$ cat src/rtl/pool_pkg.sv
// Shared types and widths for the 2x2 / stride-2 max-pooling sequencer.
package pool_pkg;
  localparam int DATA_W = 16;
  localparam int ADDR_W = 12;
  localparam int SIZE_W = 6;

  typedef logic signed [DATA_W-1:0] pix_t;
  typedef enum logic [2:0] {IDLE, RD, WAIT, WR, FIN} state_t;
endpackage

$ cat src/rtl/pool_max_acc.sv
// Signed running-max register: load takes the first pixel of a window,
// update keeps the larger of the stored and incoming pixel.
module pool_max_acc
  import pool_pkg::*;
(
  input  logic clk,
  input  logic reset,
  input  logic clear,
  input  logic load,
  input  logic update,
  input  pix_t din,
  output pix_t q
);

  always_ff @(posedge clk) begin
    if (reset || clear)           q <= '0;
    else if (load)                q <= din;
    else if (update && (din > q)) q <= din;  // ties keep the stored value
  end

endmodule

$ cat src/rtl/pool_seq_ctrl.sv
// Address-driven 2x2 max-pool sequencer: four reads per window, one write of
// the window maximum to dst_base + k, then a one-cycle done pulse.
module pool_seq_ctrl
  import pool_pkg::*;
(
  input  logic              clk,
  input  logic              reset,
  input  logic              start,
  input  logic [SIZE_W-1:0] map_size,
  input  logic [ADDR_W-1:0] src_base,
  input  logic [ADDR_W-1:0] dst_base,
  output logic              busy,
  output logic              done,
  output logic              rd_en,
  output logic [ADDR_W-1:0] rd_addr,
  input  pix_t              rd_data,
  output logic              wr_en,
  output logic [ADDR_W-1:0] wr_addr,
  output pix_t              wr_data
);

  localparam int CW = SIZE_W - 1;

  state_t            state, state_d;
  logic [SIZE_W-1:0] n_q;
  logic [ADDR_W-1:0] src_q, dst_q, k_q;
  logic [CW-1:0]     wr_q, wc_q, w_n;
  logic [1:0]        ph_q;
  logic              rvld_q, rfirst_q;
  logic              last_win, accept;
  logic [ADDR_W-1:0] n_a, row_off, col_off, ph_off;
  pix_t              acc;

  assign w_n      = n_q[SIZE_W-1:1];
  assign last_win = (wr_q == w_n - CW'(1)) && (wc_q == w_n - CW'(1));
  assign accept   = (state == IDLE) && start;

  always_ff @(posedge clk) begin
    if (reset) state <= IDLE;
    else       state <= state_d;
  end

  always_comb begin
    state_d = state;
    busy    = 1'b0;
    done    = 1'b0;
    rd_en   = 1'b0;
    wr_en   = 1'b0;
    case (state)
      IDLE: if (start) state_d = (map_size < SIZE_W'(2)) ? FIN : RD;
      RD: begin
        busy  = 1'b1;
        rd_en = 1'b1;
        if (ph_q == 2'd3) state_d = WAIT;
      end
      WAIT: begin
        busy    = 1'b1;
        state_d = WR;
      end
      WR: begin
        busy    = 1'b1;
        wr_en   = 1'b1;
        state_d = last_win ? FIN : RD;
      end
      FIN: begin
        done    = 1'b1;
        state_d = IDLE;
      end
      default: state_d = IDLE;
    endcase
  end

  always_ff @(posedge clk) begin
    if (reset) begin
      n_q      <= '0;
      src_q    <= '0;
      dst_q    <= '0;
      k_q      <= '0;
      wr_q     <= '0;
      wc_q     <= '0;
      ph_q     <= '0;
      rvld_q   <= 1'b0;
      rfirst_q <= 1'b0;
    end else begin
      // read data lags rd_en by one cycle; tag which beat opens a window
      rvld_q   <= rd_en;
      rfirst_q <= rd_en && (ph_q == 2'd0);
      case (state)
        IDLE: if (start) begin
          n_q   <= map_size;
          src_q <= src_base;
          dst_q <= dst_base;
          k_q   <= '0;
          wr_q  <= '0;
          wc_q  <= '0;
          ph_q  <= '0;
        end
        RD: ph_q <= ph_q + 2'd1;
        WR: begin
          k_q <= k_q + ADDR_W'(1);
          if (wc_q == w_n - CW'(1)) begin
            wc_q <= '0;
            wr_q <= wr_q + CW'(1);
          end else begin
            wc_q <= wc_q + CW'(1);
          end
        end
        default: ;
      endcase
    end
  end

  // Window origin 2wr*n + 2wc, then +0, +1, +n, +n+1 across the four beats
  always_comb begin
    n_a     = ADDR_W'(n_q);
    row_off = ADDR_W'({wr_q, 1'b0}) * n_a;
    col_off = ADDR_W'({wc_q, 1'b0});
    ph_off  = (ph_q[1] ? n_a : '0) + ADDR_W'(ph_q[0]);
  end

  assign rd_addr = rd_en ? (src_q + row_off + col_off + ph_off) : '0;
  assign wr_addr = wr_en ? (dst_q + k_q) : '0;
  assign wr_data = wr_en ? acc : '0;

  pool_max_acc u_acc (
    .clk    (clk),
    .reset  (reset),
    .clear  (accept),
    .load   (rvld_q && rfirst_q),
    .update (rvld_q),
    .din    (rd_data),
    .q      (acc)
  );

endmodule

$ cat config.mk
export PLATFORM = sky130hd
export DESIGN_NAME = pool_seq_ctrl
export DESIGN_NICKNAME = d
export VERILOG_FILES = /design/src/rtl/pool_pkg.sv /design/src/rtl/pool_max_acc.sv /design/src/rtl/pool_seq_ctrl.sv
export SDC_FILE = /design/constraint.sdc
export NUM_CORES = 1
export LEC_CHECK = 0
export CAP_MARGIN = 40
export CORE_MARGIN = 2
export CORE_UTILIZATION = 42
export CTS_CLUSTER_SIZE = 40
export DETAILED_ROUTE_END_ITERATION = 8
export HOLD_SLACK_MARGIN = 0.1
export PLACE_DENSITY_LB_ADDON = 0.25
export SYNTH_ARGS = -nofsm -noshare
export SYNTH_HDL_FRONTEND = slang
export SYNTH_HIERARCHICAL = 1
export SYNTH_SLANG_ARGS = --single-unit
export TNS_END_PERCENT = 20
$ cat constraint.sdc
create_clock -name clk -period 15.8 [get_ports clk]
set_input_delay 1.58 -clock clk [delete_from_list [all_inputs] [get_ports clk]]
set_output_delay 1.58 -clock clk [all_outputs]
set_load 0.01 [all_outputs]
# After elaboration in Yosys (flattened, before gate mapping)
# Cells that the tools add are included.
word_totals:
  reg_bits: 75
  in_bits: 49
  output_inout_bits: 44
  word_cells: 75
classes:
  addsub: 10
  mul: 1
  n_lt_le_gt_ge: 2
  n_eq_ne: 10
  n_mux: 24
  n_reduce_logical: 17
op_table:
  columns: ["operator", "n"]
  rows:
  - ["$mux 16", 3]
  - ["$mux 12", 3]
  - ["$add 12x12->12", 2]
  - ["$pmux 12 s2", 1]
  - ["$pmux 5 s2", 2]
  - ["$gt 16x16->1", 1]
  - ["$mux 5", 3]
  - ["$add 12x1->12 const B", 1]
  - ["$add 12x6->12", 1]
  - ["$add 12x7->12", 1]
  - ["$mux 3", 4]
  - ["$pmux 3 s4", 1]
  - ["$mul 5x6->11", 1]
  - ["$add 5x1->5 const B", 2]
  - ["$eq 5x5->1", 2]
  - ["$reduce_and 2->1", 4]
  - ["$add 6x1->7", 1]
  - ["$eq 3x2->1 const B", 2]
  - ["$lt 6x2->1 const B", 1]
  - ["$mux 6", 1]
  - ["$ne 2x2->1 const B", 3]
  - ["$reduce_bool 2->1", 3]
  - ["$logic_and 1x1->1", 5]
  - ["$sub 5x1->5 const B", 1]
  - ["other kinds (12)", 15]

# Longest topological paths before layout
logic_depth:
  word_depth: 5
  depth_mapped: 22
  ltp_nobuf: 21

# Modules after synthesis
# The synthesis kept the hierarchy.
by_module_without_submodules:
  columns: ["module", "instances", "cells_per_inst", "area_per_inst_um2", "seq_area_each_um2"]
  rows:
  - ["pool_seq_ctrl", 1, 633, 5077.4, 1181.1]
  - ["pool_max_acc", 1, 136, 1147.4, 320.3]

# Worst setup path before layout
# OpenSTA, ideal clock, no wires.
synth_path:
  kind: "register to output"
  startpoint: "register wr_q[4]"
  endpoint: "output rd_addr[11]"
  arrival_time_ps: 5291
  t_required_ps: 14220
  slack_ps: 8929
  path_stages_with_launch: 22
  path_buffers: 1
  cell_sequence: "dfxtp_1 -> clkbuf_1 -> nand2_1 -> fa_1 -> fa_1 -> fa_1 -> inv_1 -> ha_1 -> a21oi_1 -> nor2b_1 -> o31ai_1 -> nor2b_1 -> xnor2_1 -> ha_1 -> ha_1 -> ha_1 -> or3_1 -> o221ai_1 -> nand2b_1 -> and3_1 -> o21ai_0 -> nor3b_1"
synth_via:
  elab_chain_len: 5
synth_rtl:
  columns: ["element", "line", "rtl"]
  rows:
  - ["start: declaration", "pool_seq_ctrl.sv:27", "logic [CW-1:0] wr_q, wc_q, w_n;"]
  - ["start signal: assignment", "pool_seq_ctrl.sv:103", "wr_q <= wr_q + CW'(1);"]
  - ["$mul 5x6->11", "pool_seq_ctrl.sv:116", "row_off = ADDR_W'({wr_q, 1'b0}) * n_a;"]
  - ["$add 12x12->12", "pool_seq_ctrl.sv:121", "assign rd_addr = rd_en ? (src_q + row_off + col_off + ph_off) : '0;"]
  - ["$add 12x6->12", "pool_seq_ctrl.sv:121", null]
  - ["$add 12x7->12", "pool_seq_ctrl.sv:121", null]
  - ["$mux 12", "pool_seq_ctrl.sv:121", null]
  - ["end: declaration", "pool_seq_ctrl.sv:15", "output logic [ADDR_W-1:0] rd_addr,"]
# Every way passes these cells.

# Final worst setup path
# Same ends and word-level chain as after synthesis.

==> impl_metrics.toml <==
[final_layout]
drive_gt1_share_pct = 5.08
instances_no_fill = 1030
synthToLayoutAreaGrowth_pct = 22.0
multiInputGateArea_mm2 = 0.00433
nFillCells = 1437
layout.nets = 989
post-route-util_pct = 52.3
diodes = 0
seqCellArea_mm2 = 0.00150

[clock_tree]
cts.reportedPaths.clkPinSlew_ns = 0.06
clock-root-buffer = "clkbuf_16"
cts_buffers = 9
cts_tree = "built"
cts_resized = 0
h-tree-depth = 3
cts.hold.buffers_added = 0
cts.path.max_buffers = 2
clk_latency_ns = 0.34
cts_sinks = 75
post-cts-setup-buffers = 0

[synthesis]
yosysWarningCount = 6
synth_async_sr_flop_share_pct = 0
synth_edf_count = 0
synth_cells = 769
synth_nets = 915
synth.distinct_cells = 70
synth_top_area_share_pct = 24.1
yosys.area.top_type = "dfxtp_1"
syn_area_mm2 = 0.00622
synth-seq-cells = 75
ys.flop_type = "dfxtp_1"
synth_area_leaders = "dfxtp_1 24%, ha_1 14%, fa_1 8.0%"
avgSynthCellArea_um2 = 8.09
ys_seq_area_share_pct = 24.1

[routing]
vias = 5282
post_drt_wl_per_cell_um = 13.7
drc = 0
ant_nets = 0
drt_iter0_markers = 233
routed_wl_um = 14100
first_pass_iters = 4
vias_per_cell = 5.13

[sta]
period_share_pct = 49.9
worstMarginPinSlew_ns = 0.653
slew_headroom_pct = 56.5
setup_viol = 0
rsz0062_at_grt = "no"
finalHoldViolCount = 0
skew_ns = 0.00494
finalSetupTns_ns = 0
holdWs_ns = 0.456
slew_viol_final = 0
clock.fmax_mhz = 127
period_needed_ns = 7.88

[die]
ios = 93
core-area_mm2 = 0.0145
dieArea_mm2 = 0.0158
start_util_pct = 42.8
dieHeight_um = 126
fp-row-count = 44
die_x_um = 126

[setup_path]
required_ns = 14.22
critPathMaxFanout = 10
cpMaxStageDelayCell = "clkdlybuf4s50_1"
cp_cell_sequence = "nand2_1 > fa_1 > fa_1 > fa_1 > inv_1 > ha_1 > a21oi_1 > nor2b_1 > o31ai_1 > nor2b_1 > xnor2_1 > ha_1 > ha_1 > ha_1 > or3_1 > o221ai_1 > nand2b_1 > and3_1 > o21ai_0 > nor3b_1 > clkdlybuf4s50_1"
setup.worst_path.class = "register to output pin"
critPathCaptureType = "output pin"
slowest_delay_ns = 0.57
cpMostUsedCell = "ha_1"
start_kind = "register"
worstPathArrival_ns = 6.30

[global_routing]
grt_usage_pct = 18.4
grt_pass1_vias = 5054
grt_max_degree = 56
overflow = 0
antenna_found_initial = 0
grt_first_pass_wirelength_um = 24100

[hold_path]
hp-class = "register to register"

[pwr]
power_density_mw_per_mm2 = 68.9
peakVddDrop_uv = 49.3
leakagePower_nw = 3.20
p_total_mw = 0.524

[placed_design]
dp_hpwl_um = 10500
port_buffers = 92
globalplace.congestion = 0.829
dp.cells = 1016

[job]
max-cap-violations = 0

[status]
status = "completed"
[cells in the mapped netlist (all sizes together) (4+ instances only)]
cell type  number
xor2           12
a21boi         16
a22oi           4
and3            8
nand3          29
nand2          99
clkbuf         29
buf             7
a211oi          7
fa             25
o21ai          31
a21oi          57
a21o           10
o21a           13
xnor2          24
ha             72
nor2           66
dfxtp          75
inv            58
nor2b           8
or2             4
and2           39
a311oi          4
nor3           17
nand4          10
[per-stage QoR]
step                setup slack [ns]  cell area (um^2)
floorplan                       8.93              6220
global placement                8.34              7230
detailed placement              8.30              7270
CTS                             7.89              7600
global route                    7.56              7600
finish                          7.92              7600
[area by class of cell]
class	instances	area share [%]
Multi-Input combinational cell	599	56.9
Clock inverter	5	1.37
Sequential cell	75	19.8
Clock buffer	9	2.96
Timing Repair Buffer	99	13.0
Tap cell	184	3.03
Inverter	59	2.92
[report_power, final]
group / internal, mW / total [mW] / switching [mW]
clock network: 0.152 / 0.234 / 0.0816
logic: 0.0390 / 0.0836 / 0.0446
registers: 0.197 / 0.206 / 0.00874
total: 0.389 / 0.524 / 0.135
[cell usage in the layout, fill, tap and decap left out, types with 4 or more instances in the layout]
master and count:
nand2_1 99, clkdlybuf4s50_1 91, dfxtp_1 75, ha_1 72
nor2_1 66, inv_1 58, a21oi_1 57, and2_1 36
nand3_1 29, fa_1 25, xnor2_1 24, o21ai_0 21
nor3_1 17, o21a_1 13, xor2_1 12, o21ai_1 10
a21boi_1 10, a21o_1 9, clkbuf_16 9, and3_1 8
nor2b_1 8, nand4_1 8, a211oi_1 7, buf_4 6
a21boi_0 6, a22oi_1 4
[critical path, delay by kind of cell (launching register included)]
| kind | cells | cell delay [ns] |
|---|---|---|
| adders and majority gates | 7 | 2.68 |
| xor gates and xnor gates | 1 | 0.14 |
| DFF | 1 | 0.51 |
| and+or+nand+nor | 7 | 1.27 |
| AOI/OAI and AO/OA | 4 | 0.74 |
| buffers and inverters | 2 | 0.61 |
[cells by family after synthesis]
family / count (synthesis) / share of synthesized area [%]
AO/OA/AOI/OAI: 166 / 17.7
XOR/XNOR: 38 / 5.85
multiplexers: 2 / 0.342
buffers and inverters: 95 / 6.39
AND/OR/NAND/NOR: 296 / 23.1
flip-flops: 75 / 24.1
adder cells (fa/ha/maj): 97 / 22.5
[per-layer routing]
metal,track usage [%],vias to the layer above,wire [um]
met2,30.4,93,6520
met4,5.75,0,197
met5,0,-,0
li1,-,2771,-
met1,25.0,2405,6790
met3,2.89,13,582
[flip-flops by register name, summed over array words and instances (netlist names)]
| register | count |
|---|---|
| wc_q | 5 |
| n_q | 6 |
| u_acc/q | 16 |
| k_q | 12 |
| rvld_q | 1 |
| state | 3 |
| ph_q | 2 |
| dst_q | 12 |
| wr_q | 5 |
| rfirst_q | 1 |
| src_q | 12 |
[path summary, 6_finish.rpt]
path                               start          end  slack [ns]  cells after the start
worst max-delay path             wr_q[4]  rd_addr[11]        7.92                     21
worst min register to register  src_q[4]     src_q[4]        0.46                      2
worst max register to register    n_q[1]     state[2]       13.14                      7
worst min-delay path            src_q[4]     src_q[4]        0.46                      2
(Power assumes the default switching activity.)
